File: src/rtl/operand_fetch.sv
// operand_fetch: architectural register file feeding a 1-deep valid/ready operand stage.
// Optional feature macro: OPERAND_FETCH_BYPASS_EN (same-cycle writeback forwarding and
// refresh of a stalled bundle's operands).
module operand_fetch #(
    parameter int DATA_W = 32,
    parameter int NREGS = 16,
    parameter int OP_W = 4,
    localparam int ADDR_W = $clog2(NREGS)
) (
    input  logic              clk,
    input  logic              rst,
    input  logic              in_valid,
    output logic              in_ready,
    input  logic [ADDR_W-1:0] in_rs1,
    input  logic [ADDR_W-1:0] in_rs2,
    input  logic [ADDR_W-1:0] in_rd,
    input  logic [OP_W-1:0]   in_op,
    input  logic              wb_en,
    input  logic [ADDR_W-1:0] wb_addr,
    input  logic [DATA_W-1:0] wb_data,
    output logic              out_valid,
    input  logic              out_ready,
    output logic [DATA_W-1:0] out_a,
    output logic [DATA_W-1:0] out_b,
    output logic [ADDR_W-1:0] out_rd,
    output logic [OP_W-1:0]   out_op
);
    logic [DATA_W-1:0] regs [NREGS];
    logic [DATA_W-1:0] rd_a, rd_b;
    logic              issue;
    logic              wr;
`ifdef OPERAND_FETCH_BYPASS_EN
    logic [ADDR_W-1:0] hold_rs1, hold_rs2;
`endif

    assign in_ready = !rst && (!out_valid || out_ready);
    assign issue = in_valid && in_ready;
    assign wr = wb_en && wb_addr != '0;

    // operand reads: r0 reads as zero; with bypass, a same-cycle write wins over the stored value
    always_comb begin
`ifdef OPERAND_FETCH_BYPASS_EN
        rd_a = (in_rs1 == '0) ? '0 : (wr && wb_addr == in_rs1) ? wb_data : regs[in_rs1];
        rd_b = (in_rs2 == '0) ? '0 : (wr && wb_addr == in_rs2) ? wb_data : regs[in_rs2];
`else
        rd_a = (in_rs1 == '0) ? '0 : regs[in_rs1];
        rd_b = (in_rs2 == '0) ? '0 : regs[in_rs2];
`endif
    end

    // register file writeback and output bundle load/drain/hold
    always_ff @(posedge clk) begin
        if (rst) begin
            for (int i = 0; i < NREGS; i++) regs[i] <= '0;
            out_valid <= 1'b0;
            out_a <= '0;
            out_b <= '0;
            out_rd <= '0;
            out_op <= '0;
`ifdef OPERAND_FETCH_BYPASS_EN
            hold_rs1 <= '0;
            hold_rs2 <= '0;
`endif
        end else begin
            if (wr) regs[wb_addr] <= wb_data;
            if (issue) begin
                out_valid <= 1'b1;
                out_a <= rd_a;
                out_b <= rd_b;
                out_rd <= in_rd;
                out_op <= in_op;
`ifdef OPERAND_FETCH_BYPASS_EN
                hold_rs1 <= in_rs1;
                hold_rs2 <= in_rs2;
`endif
            end else if (out_ready) begin
                out_valid <= 1'b0;
            end
`ifdef OPERAND_FETCH_BYPASS_EN
            else if (out_valid && wr) begin
                if (wb_addr == hold_rs1) out_a <= wb_data;
                if (wb_addr == hold_rs2) out_b <= wb_data;
            end
`endif
        end
    end
endmodule

File: config.mk
export PLATFORM = sky130hd
export DESIGN_NAME = operand_fetch
export DESIGN_NICKNAME = d
export VERILOG_FILES = /design/src/rtl/operand_fetch.sv
export SDC_FILE = /design/constraint.sdc
export NUM_CORES = 1
export LEC_CHECK = 0
export ABC_AREA = 0
export BUFFER_PORTS_ARGS = -buffer_cell sky130_fd_sc_hd__buf_2
export CAP_MARGIN = 30
export CORE_AREA = 2 2 183 364
export CTS_BUF_LIST = sky130_fd_sc_hd__clkbuf_16
export DETAILED_ROUTE_END_ITERATION = 12
export DIE_AREA = 0 0 185 366
export GPL_TIMING_DRIVEN = 0
export PLACE_DENSITY = 0.69
export SETUP_SLACK_MARGIN = 0.4
export SLEW_MARGIN = 20
export SYNTH_ARGS = -nofsm -noshare
export SYNTH_HDL_FRONTEND = slang
export SYNTH_SLANG_ARGS = --single-unit
File: constraint.sdc
create_clock -name clk -period 5.05 [get_ports clk]
set_input_delay 0.7575 -clock clk [delete_from_list [all_inputs] [get_ports clk]]
set_output_delay 0.7575 -clock clk [all_outputs]
set_load 0.03 [all_outputs]
Yosys cells after proc, flatten, opt, wreduce, memory -nomap -nowiden:

Memory sizes are Yosys's and may differ from the RTL's.
Index checks and enable logic that the tools add are counted.

* mux-type cells: 12
* reductions and logical operators: 11

Operators by type and width (count)
* 32-bit 2-to-1 mux: 3
* 32-bit OR reduction: 1
* 4-bit zero test: 2
* 1-bit 2-to-1 mux: 8
* 4-bit 2-to-1 mux: 1
* 4-bit nonzero test: 1
* 1-bit logical AND: 3
* 1-bit zero test: 2
* 2-bit nonzero test: 1
* 1-bit logical OR: 1

* register bits after elaboration: 73
* RAM bits: 512
* output and inout bits: 74
* word-level logic and storage cells: 29
* memories kept: 1

Memories
* regs: depth 16, width 32, read ports 2, clocked after memory_dff 0, write ports 16, line 28 `logic [DATA_W-1:0] regs [NREGS];`

Depth between registers and ports, before layout:

Gate-level depths: netlist (run 1).

* depth in word-level cells: 7
* mapped depth: 7

Worst setup path before layout (run 1):

OpenSTA, ideal clock, no wires.

* kind: input to register
* from: input port rst
* to: memory regs[9][0], enable pin
* library setup time: 466 ps
* arrival: 3613 ps
* setup slack: 971 ps
* cell stages on the path: 4
* buffers on the path: 1
* path through: buf_2 nor3b_1 nand2_1 o21ai_0

RTL lines
* start, declared: line 11 `input logic rst,`
* end, declared: line 28

==> results of run 1 <==
## power by group through the flow
stage          logic, mW  registers (mW)  clock network (mW)
2_1_floorplan      0.807            5.89                   0
3_3_place_gp        1.35            5.84                   0
3_5_place_dp        1.46            5.84                   0
4_1_cts             1.46            5.74                4.22
5_1_grt             1.53            5.77                4.40
6_report            1.47            5.74                4.21
## worst max-delay path: stages
cell and delay [ns]:
buf_2 0.17, inv_1 0.28, nand4b_1 0.52, nor3_2 0.79, or2_2 0.54, buf_12 0.27
## cell usage after synthesis, types with 3 or more instances
cell / number / share of area
edfxtp_1: 512 / 0.53
and2_1: 480 / 0.10
mux4_2: 256 / 0.20
clkbuf_1: 120 / 0.016
nor2_1: 80 / 0.010
dfxtp_1: 73 / 0.050
a221o_1: 64 / 0.022
mux2_2: 64 / 0.025
mux2i_1: 64 / 0.022
buf_2: 31 / 0.0054
o21ai_0: 20 / 0.0035
nand2_1: 18 / 0.0023
buf_1: 12 / 0.0016
nor3_1: 7 / 0.0012
buf_6: 5 / 0.0019
nand2b_1: 4 / 0.00086
buf_4: 3 / 0.00078
nand4_1: 3 / 0.00065
or2_2: 3 / 0.00065
## metal layers
layer | global-route usage | routed length (um) | vias up
met2 | 0.486 | 48200 | 978
met3 | 0.0458 | 6440 | 368
met4 | 0.193 | 7310 | 10
li1 | - | - | 7489
met5 | 0 | 60 | -
met1 | 0.279 | 28000 | 9299
## worst min path at each step
stage	endpoint	slack [ns]	cells after the start
floorplan	out_op[0]	0.58	2
global placement	out_op[2]	0.44	2
detailed placement	out_rd[2]	0.45	2
CTS	out_rd[2]	0.36	3
global route	out_rd[2]	0.37	3
finish	out_op[0]	0.37	3
## cell families (layout without fill, tap and decap cells)
family,after synthesis,count (layout),synth area share
other,1,34,0.000130
multiplexers,384,384,0.246
flip-flops,585,585,0.582
buffers and inverters,172,420,0.0253
AO/OA/AOI/OAI,84,84,0.0256
AND/OR/NAND/NOR,600,600,0.121
## area by class of cell
type                            count  area, um2
Fill cell                        5433      31300
Clock inverter                     40        493
Tap cell                          871       1090
Inverter                            1       3.75
Antenna cell                        2       5.00
Multi-Input combinational cell   1100      11700
Timing Repair Buffer              158       1360
Sequential cell                   585      16800
Buffer                            171        733
Clock buffer                       50       1250
## through the flow
| step | std cells | setup WS (ns) |
|---|---|---|
| after floorplan | 1857 | 0.971 |
| after global placement | 2853 | -2.70 |
| after detailed placement | 2885 | 1.47 |
| after CTS | 2975 | 2.09 |
| after global routing | 2976 | 1.93 |
| final | 2978 | 1.97 |
## state kept, by name (all words and copies together) (netlist names)
register,cells
regs,512
out_a,32
out_b,32
out_op,4
out_rd,4
out_valid,1
## cell usage in the layout (no fill, tap or decap), types with 2 or more instances in the layout
cell	count
mux2i_1	64
and2_1	480
clkinv_1	5
mux4_2	256
diode_2	2
buf_6	9
nand2b_1	4
buf_1	12
bufinv_16	11
buf_8	4
nand4_1	3
clkinv_2	13
conb_1	32
a221o_1	64
buf_4	5
nor3_2	5
mux2_2	64
or2_2	2
nor3_1	2
o21ai_4	12
nand2_1	18
clkbuf_16	50
dfxtp_1	73
edfxtp_1	512
clkinvlp_4	4
clkbuf_1	119
buf_2	156
o21ai_0	8
buf_16	21
buf_12	2
nor2_1	80
inv_1	5
==> impl_results.md, run 1 <==
- Setup crit start: rst
- Initial antenna violation count: 7
- Distinct cell type count after synthesis: 26
- Hold WS: 0.369 ns
- Minimum clock period: just over 3 ns
- Gr usage total: 0.270
- Max_cap viols: 0
- Power Density: 342 mW/mm2
- Clock power share: 0.369
- CORE AREA: around 0.065 mm2
- GPL Wtd Cong: 0.885
- Slew Limit Fails: 0
- Initial Util: 0.447
- Drt wl/cell: slightly above 30 um
- Final Skew: roughly 0.018 ns
- Vias in the first global route: around 20000
- Nature of the critical path startpoint: primary input
- Status: complete, no violations
- Tcrit/Tclk final: 0.610
- Gr ovfl total: 0
- Normalized max-slew margin: 0.270
- Worst hold start: in_op[0]
- Final Hold Fails: 0
- Cell area after synthesis: between 0.02 and 0.03 mm2
- Placed Area: 0.0317 mm2
- CTS Buffer Depth: 3
- Fmax: approximately 320 MHz
- Maximum VDD drop: 0.236 mV
- First-pass GRT wire length: 129000 um
- Crit. End Element: register
- Drt first-iter violations: around 1700
- Hpwl dp: roughly 66000 um
- Total Routed Length: ~90000 um
- Final core utilization: 0.516
- Ys async rst share: 0
- Hold-fix buffers, CTS: 0
- Via count: approximately 18000
- Post-cts resize count: 0
- Total net switching power: about 2.8 mW
- I/O pin total: between 100 and 150
- CTS tree: yes
- Site Rows: around 130
- Reg2reg setup slack: about 2.4 ns
- Pre-antenna DRT Iters: 7
- Routed Antenna Nets: 0
- Worst setup path end: regs[4][20]
- Pin count of the biggest net entering global routing: 33
- Setup violators final: 0
- Final nets: ~2100
- Postcts setup bufs: 0
- CP max FO: 20
- Vias per cell: just over 6
- Ys Warns: 0
- Worst-Skew Late Latency: 0.60 ns
- Die Width: 185 um
- Sequential power share: 0.503
- Die height: roughly 370 um
- Type of the worst min-delay path: in2reg
- Sw Ratio: 0.247
- Unrepaired setup endpoints after global routing: no
- Synth Flop Type: edfxtp_1
- Setup TNS Final: 0 ns
- Post-synthesis register bit count: just under 600
- PortBufs: roughly 130
- Combinational power share: 0.128
- WP data required: about 5.3 ns
- Worst Max-Slew Pin Slew: between 1 and 1.5 ns
- Total power: 11.4 mW
- Clk sinks: 585
- Post-synthesis cell count: between 1500 and 2000
- Sequential area share after synthesis: 0.582
- R2r worst-path depth: 7
- Reg-to-reg startpoint: out_valid
- Share of cells above drive strength 1: 0.294
- Clock slew at reported path FFs: 0.07 ns
- Full die area: roughly 0.068 mm2
- Finished Cell Area: between 0.03 and 0.04 mm2
- Mean cell area of the mapped netlist: approximately 16 um2
- Clk root buf: clkbuf_16
- DRC: 0
- Total CTS buffers: 49
- Htree depth: 2
- Area grow syn2layout: 15.5%
- Int Power: around 8.6 mW
- CP arrival: between 3 and 4 ns
- Critical R2R Capture: out_b[17]
- Leakage power: around 12 nW
- Number of synthesized flops with an enable pin: roughly 500
- Worst setup path category: in2reg
(Power assumes the default switching activity.)
==> inputs of run 2 (changes only) <==
--- a/config.mk
+++ b/config.mk
@@ -13,7 +13,7 @@
 export DETAILED_ROUTE_END_ITERATION = 12
 export DIE_AREA = 0 0 185 366
 export GPL_TIMING_DRIVEN = 0
-export PLACE_DENSITY = 0.69
+export PLACE_DENSITY = 0.71
 export SETUP_SLACK_MARGIN = 0.4
 export SLEW_MARGIN = 20
 export SYNTH_ARGS = -nofsm -noshare
==> constraint.sdc (replaced) <==
create_clock -name clk -period 2.6 [get_ports clk]
set_input_delay 0.39 -clock clk [delete_from_list [all_inputs] [get_ports clk]]
set_output_delay 0.39 -clock clk [all_outputs]
set_load 0.03 [all_outputs]
==> run 2 against run 1 <==
- critical path depth did not move
- non-clock buffer count increased by 8
- highest routed layer unchanged
- setup slack got worse by 1.7 ns
==> impl_results.md, run 2 (synthesis gave the netlist of run 1 again) <==
- Status: complete, no violations
- Area grow syn2layout: 15.5% (about the same)
- Initial antenna violation count: 3 (-4)
- Setup TNS Final: 0 ns (unchanged)
- Setup crit start: rst
- Final Hold Fails: 0 (unchanged)
- Tcrit/Tclk final: 0.911
- Int Power: 16.1 mW (+88%)
- Pin count of the biggest net entering global routing: 33 (unchanged)
- Total net switching power: 5.55 mW (+96%)
- Gr usage total: 0.272 (+0.00161)
- Crit-path leading delay family: simple AND/OR/NAND/NOR gates
- Minimum clock period: between 2 and 2.5 ns
- Crit. End Element: register
- Top flop regs: regs (512), out_a (32), out_b (32)
- Initial Util: 0.447 (unchanged)
- CP max-delay cell: nor2_1
- Reg-to-reg startpoint: out_valid
- I/O pin total: 131 (unchanged)
- Routed Antenna Nets: 0 (unchanged)
- Setup violators final: 0 (unchanged)
- Final Skew: 0.0168 ns (-0.00129 ns)
- Share of cells above drive strength 1: 0.309 (+0.0150)
- Pre-antenna DRT Iters: 5 (-2)
- Clk root buf: clkbuf_16
- Vias in the first global route: 20100 (+1.7%)
- Gr ovfl total: 0 (unchanged)
- GPL Wtd Cong: 0.900 (+1.7%)
- Normalized max-slew margin: 0.293 (+0.0231)
- Top reg by flops: regs
- Most frequent cells in the layout: edfxtp_1, and2_1, mux4_2, buf_2, clkbuf_1
- Via count: 18200 (+0.28%)
- Slew Limit Fails: 0 (unchanged)
- CP max stage delay: 0.82 ns (+0.03 ns)
- CP bufs+invs: 2 (-1)
- R2r worst-path depth: 5 (-2)
- Max FFs per register: 512 (unchanged)
- Die height: 366 um (unchanged)
- Power Density: 648 mW/mm2 (+90%)
- Clock power share: 0.354 (-0.015)
- Clock slew at reported path FFs: 0.07 ns (about the same)
- Worst-Skew Late Latency: 0.62 ns (+0.02 ns)
- Vias per cell: 6.08 (-0.19%)
- WP data required: 3.07 ns (-2.27 ns)
- First-pass GRT wire length: 130000 um (+0.73%)
- Drt wl/cell: 30.3 um (+0.30%)
- Htree depth: 2 (unchanged)
- Combinational power share: 0.131 (+0.003)
- Max_cap viols: 0 (unchanged)
- Worst setup path end: regs[10][15]
- Drt first-iter violations: 1892 (+14%)
- Nature of the critical path startpoint: primary input
- Maximum VDD drop: 0.535 mV (+130%)
- Post-Layout Cell Count: 2992 (+0.47%)
- Total Routed Length: 90700 um (+0.77%)
- Sequential power share: 0.515 (+0.012)
- Final core utilization: 0.516 (about the same)
- Clk sinks: 585 (unchanged)
- CP arrival: 2.84 ns (-0.53 ns)
- Hpwl dp: 64900 um (-1.5%)
- DRC: 0 (unchanged)
- Reg2reg setup slack: 0.37 ns (-2.02 ns)
- Critical R2R Capture: out_a[19]
- Leakage power: 12.0 nW (+0.65%)
- Fmax: about 420 MHz
- Full die area: 0.0677 mm2 (unchanged)
- CP max FO: 11 (-45%)
- Stages on the worst setup path: 6 (unchanged)
- Unrepaired setup endpoints after global routing: yes
- CTS Buffer Depth: 3 (unchanged)
- Die Width: 185 um (unchanged)
- Commonest non-fill, non-tap cell in the layout: edfxtp_1
- Sw Ratio: 0.256 (+0.00878)
- CTS tree: yes
- Cells along the critical path: buf_2 > nor3b_1 > nand2_1 > nor2_1 > clkbuf_1 > and2_1
- Worst Max-Slew Pin Slew: 1.06 ns (-0.0346 ns)
- Type of the worst min-delay path: in2reg
- Placed Instances: 2878 (-0.24%)
- Pre-CTS setup slack: -0.999 ns (-2.47 ns)
- Worst setup path category: in2reg
- CORE AREA: 0.0647 mm2 (unchanged)
- Site Rows: 132 (unchanged)
- Final nets: 2134 (+0.52%)
- Total CTS buffers: 50 (+2.0%)
- PortBufs: 125 (unchanged)
- Fin worst setup slack: 0.232 ns (-1.74 ns)
==> run 2: metal layers <==
layer,up-vias,GRT usage,share of wire
li1,7507,-,-
met1,9258,0.272,0.31
met2,1034,0.495,0.54
met3,390,0.0494,0.071
met4,6,0.197,0.079
met5,-,0,0.00039
==> run 2: layout make-up <==
| class | count | area [um2] |
|---|---|---|
| clock inverter | 44 | 368 |
| antenna | 2 | 5.00 |
| timing repair buffer | 166 | 1370 |
| multi-input combinational | 1102 | 11700 |
| tap | 871 | 1090 |
| clock buffer | 50 | 1250 |
| buffer | 171 | 785 |
| sequential | 585 | 16800 |
| inverter | 1 | 3.75 |
| fill | 5406 | 31300 |
==> run 2: power by group through the flow <==
| stage | sequential, mW | combinational, mW | clock, mW |
|---|---|---|---|
| after floorplan | 11.4 | 1.58 | 0 |
| after global placement | 11.3 | 2.60 | 0 |
| after detailed placement | 11.4 | 2.79 | 0 |
| after CTS | 11.1 | 2.83 | 7.67 |
| after global routing | 11.2 | 2.95 | 7.97 |
| final | 11.2 | 2.84 | 7.67 |
==> run 2: repair_timing <==
action,in CTS,in global routing
cloned,2,0
hold buffers,8,0
endpoints found under the setup margin,346,315
hold endpoints to repair,8,0
setup buffers,4,3
pin swaps,4,1
resized for setup,39,17
==> run 2: worst min-delay path, cell delays in order <==
cell and delay, ns:
buf_2 0.13, nor2_1 0.05, nor2_1 0.07
==> run 2: how the worst min path moves through the flow <==
stage,to,depth (start not counted),from
after floorplan,out_op[0],2,in_op[0]
after global placement,out_op[3],2,out_op[3]
after detailed placement,out_rd[2],2,out_rd[2]
after CTS,out_valid,4,out_ready
after global routing,out_valid,4,out_ready
final,out_valid,3,in_valid
==> run 2: metrics by stage <==
step	instance area (um2)	hold slack, ns	power (mW)
global placement	30800	0.446	13.9
detailed placement	31500	0.450	14.1
finish	33400	0.0791	21.7
CTS	33400	0.0581	21.6
global route	33400	0.122	22.1
floorplan	29100	0.499	13.0
==> inputs of run 3 (changes only) <==
--- a/config.mk
+++ b/config.mk
@@ -6,7 +6,7 @@
 export NUM_CORES = 1
 export LEC_CHECK = 0
 export ABC_AREA = 0
-export BUFFER_PORTS_ARGS = -buffer_cell sky130_fd_sc_hd__buf_2
+export BUFFER_PORTS_ARGS = -buffer_cell sky130_fd_sc_hd__clkbuf_2
 export CAP_MARGIN = 30
 export CORE_AREA = 2 2 183 364
 export CTS_BUF_LIST = sky130_fd_sc_hd__clkbuf_16
==> run 3 against run 2 <==
- largest power group unchanged
- combinational power about the same
- setup slack better by 0.0030 ns
- count of clock-buffer cells in the layout up 5
- global-route usage up 0.082 points
- critical path depth down 1
- critical path type unchanged
- non-clock buffer count down 1
==> impl_results.md, run 3 (synthesis gave the netlist of run 1 again) <==
- Max_cap viols: 0 (unchanged)
- Drt first-iter violations: 1772 (-6.3%)
- Gr ovfl total: 0 (unchanged)
- Clock slew at reported path FFs: 0.07 ns (about the same)
- Fmax: 423 MHz (+0.13%)
- Full die area: 0.0677 mm2 (unchanged)
- DRC: 0 (unchanged)
- I/O pin total: 131 (unchanged)
- Slew Limit Fails: 0 (unchanged)
- Clk sinks: 585 (unchanged)
- WP data required: 2.83 ns (-0.24 ns)
- Vias per cell: 6.05 (-0.47%)
- Routed Antenna Nets: 0 (unchanged)
- Maximum VDD drop: 0.456 mV (-15%)
- Via count: 18100 (-0.47%)
- Initial Util: 0.447 (unchanged)
- Htree depth: 2 (unchanged)
- Most frequent cells in the layout: edfxtp_1, and2_1, mux4_2, clkbuf_2, clkbuf_1
- Hold WS: 0.0802 ns (+0.00110 ns)
- Drt wl/cell: 30.5 um (+0.43%)
- Post-Layout Cell Count: 2992 (unchanged)
- Leakage power: 12.0 nW (+0.41%)
- Tcrit/Tclk final: 0.910 (-0.00117)
- Setup violators final: 0 (unchanged)
- CTS tree: yes
- Final Skew: 0.0240 ns (+0.00725 ns)
- Pin count of the biggest net entering global routing: 33 (unchanged)
- Gr usage total: 0.273 (+0.000825)
- Die height: 366 um (unchanged)
- Crit. End Element: register
- Share of cells above drive strength 1: 0.313 (+0.00363)
- Minimum clock period: 2.37 ns (-0.00304 ns)
- Initial antenna violation count: 4 (+1)
- Final Hold Fails: 0 (unchanged)
- Final core utilization: 0.519 (+0.00280)
- Clk root buf: clkbuf_16
- Total Routed Length: 91100 um (+0.43%)
- Top reg by flops: regs
- PortBufs: 125 (unchanged)
- Total CTS buffers: 51 (+2.0%)
- Site Rows: 132 (unchanged)
- Fin worst setup slack: 0.235 ns (+0.00304 ns)
- Hpwl dp: 64600 um (-0.56%)
- Top flop regs: regs (512), out_a (32), out_b (32)
- GPL Wtd Cong: 0.901 (+0.19%)
- Nature of the critical path startpoint: primary input
- Die Width: 185 um (unchanged)
- Pre-antenna DRT Iters: 7 (+2)
- CTS Buffer Depth: 3 (unchanged)
- Vias in the first global route: 19900 (-1.2%)
- Normalized max-slew margin: 0.308 (+0.0144)
- Worst-Skew Late Latency: 0.62 ns (about the same)
- Worst setup path category: in2reg
- Final nets: 2134 (unchanged)
- Power Density: 661 mW/mm2 (+2.0%)
- CP arrival: 2.60 ns (-0.24 ns)
- Area grow syn2layout: 16.1%
- CP max FO: 16 (+5)
- First-pass GRT wire length: 130000 um (+0.11%)
- Status: complete, no violations
- Max FFs per register: 512 (unchanged)
- CORE AREA: 0.0647 mm2 (unchanged)
- Commonest non-fill, non-tap cell in the layout: edfxtp_1
- Pre-CTS setup slack: -0.881 ns (+0.118 ns)
- Unrepaired setup endpoints after global routing: yes
- Placed Instances: 2878 (unchanged)
- Worst Max-Slew Pin Slew: 1.04 ns (-0.0216 ns)
- Type of the worst min-delay path: in2reg
run 3: cell count changes in the layout (fill, tap and decap cells not counted), sizes merged:
cell           change
clkdlybuf4s15      +1
bufinv             +2
clkbuf           +130
inv                -5
diode              -1
buf              -127
run 3: final timing paths:
kind,slack [ns],end,startpoint,depth (start not counted)
setup / recovery,0.23,regs[8][8],rst,5
hold reg to reg,0.48,out_rd[0],out_rd[0],2
setup reg to reg,0.43,out_b[18],out_valid,7
hold / removal,0.08,out_valid,out_ready,4
run 3: power breakdown:
part / internal, mW / leakage, nW / switching [mW] / total [mW]
clock network: 4.55 / 0.897 / 3.66 / 8.22
registers: 10.8 / 5.49 / 0.353 / 11.2
logic: 1.26 / 5.63 / 1.58 / 2.85
run 3: critical path, stage by stage:
cell and delay, ns:
buf_2 0.21, nor3b_1 0.29, nand2_1 0.36, nor3_4 0.59, or2_2 0.75
run 3: area by class of cell:
type                            count  area (um2)
Buffer                            171         793
Clock inverter                     41         407
Multi-Input combinational cell   1102       11700
Inverter                            1        3.75
Timing Repair Buffer              165        1370
Tap cell                          871        1090
Fill cell                        5334       31100
Sequential cell                   585       16800
Antenna cell                        1        2.50
Clock buffer                       55        1380
run 3: what timing repair did:
action / 4_1_cts / 5_1_grt
pin swaps: 6 / 0
gates resized for setup: 39 / 25
gates cloned: 2 / 0
endpoints found under the setup margin: 332 / 139
hold buffers: 8 / 0
buffers inserted: 7 / 0
hold endpoints to repair: 8 / 0
run 3: per-layer routing:
metal,vias up,GRT usage,part of all wire
li1,7519,-,-
met1,9240,0.273,0.31
met2,966,0.498,0.54
met3,379,0.0474,0.068
met4,6,0.197,0.083
met5,-,0,0.00037
run 3: per-stage QoR:
stage          setup TNS [ns]  power, mW  instance area [um2]
6_report                    0       22.2                33600
3_3_place_gp          -473.88       13.9                30800
5_1_grt                     0       22.7                33600
2_1_floorplan               0       13.0                29100
3_5_place_dp          -166.83       14.1                31500
4_1_cts                     0       22.2                33600
